## src/rtl/pablo_mem_ctrl_if.sv

```systemverilog
// Pablo external memory bus: one req/ack transaction at a time.
// The controller drives the request side (master); the memory answers (slave).
interface pablo_mem_ctrl_if #(
    parameter int AW = 16
);
    logic          mem_req;
    logic          mem_we;
    logic [AW-1:0] mem_addr;
    logic [3:0]    mem_be;
    logic [31:0]   mem_wdata;
    logic [31:0]   mem_rdata;
    logic          mem_ack;

    modport master (
        output mem_req,
        output mem_we,
        output mem_addr,
        output mem_be,
        output mem_wdata,
        input  mem_rdata,
        input  mem_ack
    );

    modport slave (
        input  mem_req,
        input  mem_we,
        input  mem_addr,
        input  mem_be,
        input  mem_wdata,
        output mem_rdata,
        output mem_ack
    );
endinterface

```

## src/rtl/pablo_mem_ctrl.sv

```systemverilog
// Data-memory controller between the darkmm data port and the pablo memory.
// Each core access becomes one req/ack transaction; the core is stalled via
// hlt until the result is available. Stuck transactions time out and
// out-of-range addresses are rejected locally, both raising a sticky error.
module pablo_mem_ctrl #(
    parameter int AW      = 16,
    parameter int TIMEOUT = 255
) (
    input  logic        clk,
    input  logic        res,
    input  logic [31:0] daddr,
    input  logic [31:0] datao,
    input  logic        wr,
    input  logic        rd,
    input  logic [3:0]  be,
    output logic [31:0] datai,
    output logic        hlt,
    input  logic        err_clr,
    output logic        err,
    output logic [31:0] err_addr,
    pablo_mem_ctrl_if.master mem
);

    typedef enum logic [1:0] {
        IDLE = 2'd0,
        REQ  = 2'd1,
        DONE = 2'd2
    } state_t;

    localparam logic [15:0] CNT_LAST = 16'(TIMEOUT - 1);

    state_t      state;
    state_t      next_state;
    logic [15:0] cnt;

    logic request;
    logic in_range;
    logic accept;
    logic reject;
    logic ack_hit;
    logic timeout_hit;

    // The stall must drop in DONE without waiting for a register, so the core
    // sees completion in the very cycle the result is valid.
    assign request  = wr | rd;
    assign in_range = (daddr >> (AW + 2)) == 32'd0;
    assign hlt      = request & (state != DONE);

    // Next-state decode plus one-cycle strobes for the datapath registers.
    always_comb begin
        next_state  = state;
        accept      = 1'b0;
        reject      = 1'b0;
        ack_hit     = 1'b0;
        timeout_hit = 1'b0;
        case (state)
            IDLE: begin
                if (request) begin
                    if (in_range) begin
                        accept     = 1'b1;
                        next_state = REQ;
                    end else begin
                        reject     = 1'b1;
                        next_state = DONE;
                    end
                end
            end
            REQ: begin
                if (mem.mem_ack) begin
                    ack_hit    = 1'b1;
                    next_state = DONE;
                end else if (cnt == CNT_LAST) begin
                    timeout_hit = 1'b1;
                    next_state  = DONE;
                end
            end
            DONE: begin
                next_state = IDLE;
            end
            default: begin
                next_state = IDLE;
            end
        endcase
    end

    // State register.
    always_ff @(posedge clk or posedge res) begin
        if (res) begin
            state <= IDLE;
        end else begin
            state <= next_state;
        end
    end

    // Request fields are captured once on accept and held through REQ; the
    // wait counter saturates rather than wrapping.
    always_ff @(posedge clk or posedge res) begin
        if (res) begin
            mem.mem_req   <= 1'b0;
            mem.mem_we    <= 1'b0;
            mem.mem_addr  <= '0;
            mem.mem_be    <= 4'h0;
            mem.mem_wdata <= 32'h0;
            cnt           <= 16'h0;
        end else if (accept) begin
            mem.mem_req   <= 1'b1;
            mem.mem_we    <= wr;
            mem.mem_addr  <= daddr[AW+1:2];
            mem.mem_be    <= wr ? be : 4'hF;
            mem.mem_wdata <= datao;
            cnt           <= 16'h0;
        end else if (state == REQ) begin
            if (ack_hit || timeout_hit) begin
                mem.mem_req <= 1'b0;
            end
            if (cnt != 16'hFFFF) begin
                cnt <= cnt + 16'h1;
            end
        end
    end

    // Read data returned to the core; failed accesses return all ones and
    // completed writes leave the previous value in place.
    always_ff @(posedge clk or posedge res) begin
        if (res) begin
            datai <= 32'h0;
        end else if (reject || timeout_hit) begin
            datai <= 32'hFFFF_FFFF;
        end else if (ack_hit && !mem.mem_we) begin
            datai <= mem.mem_rdata;
        end
    end

    // Sticky error status; a new error in the same cycle beats a clear.
    always_ff @(posedge clk or posedge res) begin
        if (res) begin
            err      <= 1'b0;
            err_addr <= 32'h0;
        end else if (reject || timeout_hit) begin
            err      <= 1'b1;
            err_addr <= daddr;
        end else if (err_clr) begin
            err <= 1'b0;
        end
    end

endmodule

```

## src/flat_wrapper.sv

```systemverilog
// flat-port wrapper written by rule: the top's interface ports become plain ports
module pablo_mem_ctrl_flat 
#(
    parameter int AW      = 16,
    parameter int TIMEOUT = 255
)
  (clk, res, daddr, datao, wr, rd, be, datai, hlt, err_clr, err, err_addr, mem_mem_req, mem_mem_we, mem_mem_addr, mem_mem_be, mem_mem_wdata, mem_mem_rdata, mem_mem_ack);
  pablo_mem_ctrl_if #(.AW(AW)) mem_i ();
  input  logic clk;
  input  logic res;
  input  logic [31:0] daddr;
  input  logic [31:0] datao;
  input  logic wr;
  input  logic rd;
  input  logic [3:0] be;
  output logic [31:0] datai;
  output logic hlt;
  input  logic err_clr;
  output logic err;
  output logic [31:0] err_addr;
  output wire logic [$bits(mem_i.mem_req)-1:0] mem_mem_req;
  output wire logic [$bits(mem_i.mem_we)-1:0] mem_mem_we;
  output wire logic [$bits(mem_i.mem_addr)-1:0] mem_mem_addr;
  output wire logic [$bits(mem_i.mem_be)-1:0] mem_mem_be;
  output wire logic [$bits(mem_i.mem_wdata)-1:0] mem_mem_wdata;
  input wire logic [$bits(mem_i.mem_rdata)-1:0] mem_mem_rdata;
  input wire logic [$bits(mem_i.mem_ack)-1:0] mem_mem_ack;
  assign mem_mem_req = mem_i.mem_req;
  assign mem_mem_we = mem_i.mem_we;
  assign mem_mem_addr = mem_i.mem_addr;
  assign mem_mem_be = mem_i.mem_be;
  assign mem_mem_wdata = mem_i.mem_wdata;
  assign mem_i.mem_rdata = mem_mem_rdata;
  assign mem_i.mem_ack = mem_mem_ack;
  pablo_mem_ctrl #(.AW(AW), .TIMEOUT(TIMEOUT)) u_core (.clk(clk), .res(res), .daddr(daddr), .datao(datao), .wr(wr), .rd(rd), .be(be), .datai(datai), .hlt(hlt), .err_clr(err_clr), .err(err), .err_addr(err_addr), .mem(mem_i));
endmodule
```

## config.mk

```make
export PLATFORM = sky130hd
export DESIGN_NAME = pablo_mem_ctrl_flat
export DESIGN_NICKNAME = d
export VERILOG_FILES = /design/src/rtl/pablo_mem_ctrl_if.sv /design/src/rtl/pablo_mem_ctrl.sv /design/src/flat_wrapper.sv
export SDC_FILE = /design/constraint.sdc
export NUM_CORES = 1
export LEC_CHECK = 0
export CAP_MARGIN = 25
export CELL_PAD_IN_SITES_DETAIL_PLACEMENT = 1
export CELL_PAD_IN_SITES_GLOBAL_PLACEMENT = 2
export CORE_MARGIN = 3
export CORE_UTILIZATION = 25
export DETAILED_ROUTE_END_ITERATION = 8
export GPL_TIMING_DRIVEN = 0
export HOLD_SLACK_MARGIN = 0.15
export PLACE_DENSITY_LB_ADDON = 0.1
export SYNTH_ARGS = -nofsm -noshare
export SYNTH_HDL_FRONTEND = slang
export SYNTH_SLANG_ARGS = --single-unit
```

## constraint.sdc

```tcl
create_clock -name clk -period 4.8 [get_ports clk]
set_input_delay 0.96 -clock clk [delete_from_list [all_inputs] [get_ports clk]]
set_output_delay 0.96 -clock clk [all_outputs]
set_load 0.05 [all_outputs]
```

==> results of run 1 <==
-- placed cells by master (no fill, tap or decap), types with 5 or more instances in the layout --
| master | synthesis | final |
|---|---|---|
| o21ai_0 | 10 | 10 |
| dfrtp_1 | 137 | 137 |
| buf_4 | 5 | 5 |
| inv_6 | 0 | 5 |
| a21oi_1 | 9 | 9 |
| buf_6 | 8 | 8 |
| clkdlybuf4s50_1 | 0 | 225 |
| or3_1 | 6 | 6 |
| o31ai_1 | 5 | 5 |
| clkbuf_1 | 8 | 10 |
| clkbuf_16 | 0 | 17 |
| nand2_1 | 74 | 74 |
| nor3_1 | 8 | 8 |
| inv_1 | 8 | 7 |
| nor2_1 | 7 | 7 |
| mux2_2 | 20 | 20 |
| mux2_4 | 56 | 56 |
| nand3_1 | 38 | 38 |
-- through the flow --
stage | util (%) | power, uW
finish | 40.0 | 3100
global route | 40.0 | 3240
CTS | 40.0 | 3160
detailed placement | 37.5 | 1820
global placement | 37.3 | 1810
floorplan | - | 1560
-- final timing paths --
check,start,endpoint,slack (ps),cells after the start
min in group asynchronous,res,u_core.mem.mem_wdata[28],1030,2
worst min register to register,u_core.mem.mem_be[1],u_core.mem.mem_be[1],500,1
max in group asynchronous,res,u_core.cnt[10],2990,3
worst max register to register,u_core.cnt[0],u_core.cnt[5],2580,6
worst max-delay path,wr,hlt,1390,4
worst min-delay path,u_core.mem.mem_be[1],u_core.mem.mem_be[1],500,1
-- worst max-delay path: cells and delay by family --
family          cells  cell delay (ps)
buf+inv             2             1290
compound gates      1              130
simple gates        1               70
-- sequential cells by signal, indices dropped and copies added, names as in the netlist --
name	cells
u_core.datai	32
u_core.err_addr	32
u_core.mem.mem_wdata	32
u_core.cnt	16
u_core.mem.mem_addr	16
u_core.mem.mem_be	4
u_core.state	2
u_core.err	1
u_core.mem.mem_req	1
u_core.mem.mem_we	1
-- metal layers --
layer	GRT usage (%)	wire length (microns)	vias to the layer above
li1	-	-	2096
met3	4.18	923	18
met4	4.46	300	2
met5	0	13	-
met2	25.4	9420	117
met1	18.0	7970	2285
-- cell families after synthesis --
logic type	synth area share, %
AO/OA/AOI/OAI	5.21
adder cells (fa/ha/maj)	0.423
buffers and inverters	3.51
flip-flops	58.0
multiplexers	18.8
AND/OR/NAND/NOR	14.1
-- final cells by class --
cell class | instances | area share, %
Buffer | 23 | 1.94
Clock buffer | 20 | 4.87
Clock inverter | 12 | 1.51
Inverter | 8 | 0.382
Multi-Input combinational cell | 286 | 24.8
Sequential cell | 137 | 37.4
Tap cell | 313 | 4.27
Timing Repair Buffer | 226 | 24.9
-- power by group through the flow --
stage | clock network [uW] | logic (uW) | registers (uW)
3_3_place_gp | 0 | 552 | 1250
4_1_cts | 1360 | 562 | 1240
3_5_place_dp | 0 | 560 | 1260
5_1_grt | 1420 | 577 | 1240
6_report | 1310 | 552 | 1240
2_1_floorplan | 0 | 124 | 1440
==> flow_metrics.tcl, run 1 <==
set metrics [dict create \
    status "finished, final reports clean" \
    slew_headroom_pct 47.0 \
    ir_worst_vdd_v 0.000200 \
    fill_cells 2448 \
    grt_usage_pct 14.8 \
    n_antenna_cell 0 \
    overflow 0 \
    ctsResizeCount 0 \
    power.leakage_uw 0.00408 \
    synth.avg_cell_area_sq_um 13.0 \
    yosysTopAreaCell "dfrtp_1" \
    multiInputGateArea_sq_um 2270 \
    skew_ps 15.7 \
    setup_slack_ps 1390 \
    switching_share_pct 28.2 \
    p_int_uw 2230 \
    cts_setup_buffers 0 \
    startpoint_type "input port" \
    dieArea_sq_um 25500 \
    drc 0 \
    fmax_mhz 293 \
    synth.most_common_cell "dfrtp_1" \
    portBuffers 225 \
    min_period_ps 3410 \
    max_stage_delay_ps 820 \
    postPlaceCellArea_sq_um 8590 \
    synth.area.top_cells "dfrtp_1 (58%), mux2_4 (14%), nand2_1 (4.7%)" \
    hpwl_microns 14000 \
    grt_pass1_vias 4971 \
    cts_tree "yes" \
    drive_gt1_share_pct 19.4 \
    core-area_sq_um 22900 \
    fp.dieH_microns 160 \
    crit_slowest_cell "clkdlybuf4s50_1" \
    start_util_pct 25.8 \
    synthCells 454 \
    switchingPower_uw 874 \
    hold_path_class "flip-flop to flip-flop" \
    gp_congestion 0.740 \
    synth_seq_cells 137 \
    p_comb_share_pct 17.8 \
    dp.cells 993 \
    ant_nets 0 \
    preCtsSetupSlack_ps 1370 \
    cts-buffers-inserted 17 \
    ys_warn_count 0 \
    rsz0062_at_grt "false" \
    clkSinkCount 137 \
    dr_total_vias 4518 \
    nNetsFinal 807 \
    syn_area_sq_um 5910 \
    syn_nets 562 \
    maxSlewViolCount 0 \
    antenna_found_initial 1 \
    cts-hold-fix-buffers 0 \
    wl_per_cell_microns 18.2 \
    worstPathRequired_ps 3840 \
    cp-end-kind "primary output" \
    cp_cell_sequence "clkdlybuf4s50_1 -> nor2_1 -> a21oi_1 -> clkdlybuf4s50_1" \
    fp.dieW_microns 160 \
    clkPwrFrac_pct 42.4 \
    syn_to_final_growth_pct 55.2 \
    timing.hold.ws_ps 495 \
    clk_pin_slew_ps 60 \
    drtIter0Drc 241 \
    cts_buffer_depth 2 \
    arrival_ps 2450 \
    synth.top_cell.area_share_pct 58.0 \
    crit_top_cell "clkdlybuf4s50_1" \
    rows 55 \
    synth_common_cells "dfrtp_1 (137), nand2_1 (74), mux2_4 (56), nand3_1 (38), mux2_2 (20)" \
    clkLatencyLatePin_ps 420 \
    ys_seq_area_share_pct 58.0 \
    design_area_sq_um 9170 \
    synth_edf_count 0 \
    synth_top_flop_cell "dfrtp_1" \
    fin_tns_setup_ps 0 \
    worstSetupPathType "input port to primary output" \
    worst_pin_slew_ps 789 \
    fin_crit_sh_pct 71.1 \
    maxCapViolations 0 \
    hold_viol_final 0 \
    grt_pass1_wl_microns 29600 \
    grt_start_max_net_pins 72 \
    htree_levels 4 \
    seq_area_sq_um 3430 \
    firstDrtPassIters 4 \
    seqPwrFrac_pct 39.8 \
    wl_microns 18600 \
    crit_fanout 3 \
    clockRootBuffer "clkbuf_16" \
    p_per_area_nw_per_um2 338 \
    setup_viol 0 \
    synth_cell_types 50 \
    final_cells 1025 \
    async_flop_share_pct 100 \
    io_pins 226 \
    vias_per_cell 4.41 \
]
Power figures use the tool's default switching activity.
==> run 2, diff against run 1 <==
--- a/config.mk
+++ b/config.mk
@@ -9,7 +9,7 @@
 export CELL_PAD_IN_SITES_DETAIL_PLACEMENT = 1
 export CELL_PAD_IN_SITES_GLOBAL_PLACEMENT = 2
 export CORE_MARGIN = 3
-export CORE_UTILIZATION = 25
+export CORE_UTILIZATION = 28
 export DETAILED_ROUTE_END_ITERATION = 8
 export GPL_TIMING_DRIVEN = 0
 export HOLD_SLACK_MARGIN = 0.15
==> constraint.sdc (replaced) <==
create_clock -name clk -period 3.2 [get_ports clk]
set_input_delay 0.64 -clock clk [delete_from_list [all_inputs] [get_ports clk]]
set_output_delay 0.64 -clock clk [all_outputs]
set_load 0.05 [all_outputs]
==> flow_metrics.tcl, run 2 (synthesized netlist as in run 1, its figures left out) <==
set metrics [dict create \
    min_period_ps 2750 \
    fmax_mhz 364 \
    dp.cells 953 \
    slew_headroom_pct 46.1 \
    clkLatencyLatePin_ps 420 \
    arrival_ps 2110 \
    hold_path_class "flip-flop to flip-flop" \
    fin_tns_setup_ps 0 \
    ctsResizeCount 0 \
    cts-buffers-inserted 17 \
    clkSinkCount 137 \
    syn_to_final_growth_pct 55.6 \
    status "finished, final reports clean" \
    clk_pin_slew_ps 60 \
    preCtsSetupSlack_ps 87.2 \
    startpoint_type "input port" \
    core-area_sq_um 20500 \
    dr_total_vias 4518 \
    hpwl_microns 14100 \
    start_util_pct 28.8 \
    htree_levels 4 \
    setup_viol 0 \
    drc 0 \
    vias_per_cell 4.58 \
    grt_pass1_vias 4974 \
    cts_tree "yes" \
    top_regs "u_core.datai (32), u_core.err_addr (32), u_core.mem.mem_wdata (32)" \
    reg2reg_from "u_core.cnt[0]" \
    overflow 0 \
    ir_worst_vdd_v 0.000313 \
    maxSlewViolCount 0 \
    grt_usage_pct 16.5 \
    grt_pass1_wl_microns 28600 \
    critical_path.startpoint "wr" \
    final_cells 987 \
    rows 52 \
    fp.dieH_microns 151 \
    cts-hold-fix-buffers 0 \
    timing.rr.end "u_core.cnt[2]" \
    worstPathRequired_ps 2560 \
    dieArea_sq_um 22900 \
    final_common_cell "clkdlybuf4s50_1" \
    cp-end-kind "primary output" \
    worstSetupPathType "input port to primary output" \
    drive_gt1_share_pct 20.0 \
    min-delay-start "u_core.datai[29]" \
    ant_nets 0 \
    postPlaceCellArea_sq_um 8580 \
    min_path_cells 2 \
    design_area_sq_um 9200 \
    rsz0062_at_grt "false" \
    firstDrtPassIters 4 \
    skew_ps 8.36 \
    portBuffers 225 \
    gp_congestion 0.736 \
    maxCapViolations 0 \
    setup_slack_ps 453 \
    p_per_area_nw_per_um2 514 \
    drtIter0Drc 161 \
    nNetsFinal 810 \
    hold_viol_final 0 \
    wl_microns 18700 \
    crit_fanout 3 \
    cts_buffer_depth 2 \
    fp.dieW_microns 151 \
    fin_crit_sh_pct 85.9 \
    worst_pin_slew_ps 803 \
    ff2ff_path_depth 6 \
    rrSetupSlack_ps 970 \
    cts_setup_buffers 0 \
    clockRootBuffer "clkbuf_16" \
    io_pins 226 \
    min_to "u_core.datai[29]" \
    grt_start_max_net_pins 38 \
    wl_per_cell_microns 18.9 \
    antenna_found_initial 1 \
    final_cell_mix "clkdlybuf4s50_1 (225), dfrtp_1 (137), nand2_1 (74), mux2_4 (56), nand3_1 (38)" \
    power.leakage_uw 0.00411 \
]
-- run 2: changes by cell type in the layout (fill, tap and decap cells not counted), sizes merged --
cell | before | now
buf | 16 | 19
diode | 0 | 2
clkbuf | 28 | 27
clkinv | 2 | 1
clkinvlp | 4 | 5
inv | 12 | 13
-- run 2: worst max-delay path by stage --
stage / depth (start not counted) / end / slack (ps)
floorplan: 1 / u_core.cnt[0] / 850
global placement: 2 / u_core.datai[5] / -520
detailed placement: 7 / u_core.err_addr[0] / 90
CTS: 4 / hlt / 440
global route: 4 / hlt / 340
finish: 4 / hlt / 450
-- run 2: report_power, final --
group	internal, uW	switching [uW]	total, uW
Combinational	357	476	833
Sequential	1810	42.4	1850
Clock	1210	834	2050
Total	3380	1350	4730
-- run 2: worst max-delay path, stage by stage --
cell and delay (ps):
clkdlybuf4s50_1 470, nor2_1 70, a21oi_1 110, clkdlybuf4s50_1 810
-- run 2: per-layer routing --
layer	track usage (%)	share of wire, %	vias to the layer above
met5	0	0	-
met4	5.71	2.2	0
met3	4.76	5.7	23
met2	26.9	50	131
met1	20.9	42	2253
li1	-	-	2111
-- run 2: cell type report --
| type | count | area (sq um) |
|---|---|---|
| inverter | 8 | 33.8 |
| timing repair buffer | 229 | 2330 |
| buffer | 23 | 178 |
| tap | 270 | 338 |
| fill | 2174 | 11300 |
| sequential | 137 | 3430 |
| antenna | 2 | 5.00 |
| clock buffer | 19 | 453 |
| clock inverter | 13 | 156 |
| multi-input combinational | 286 | 2270 |
-- run 2: per-stage QoR --
| step | util, % | power [uW] | hold WS (ps) |
|---|---|---|---|
| floorplan | - | 2340 | 506 |
| CTS | 44.9 | 4820 | 496 |
| global route | 44.9 | 4930 | 507 |
| finish | 44.9 | 4730 | 487 |
| global placement | 41.5 | 2700 | 469 |
| detailed placement | 41.9 | 2730 | 480 |
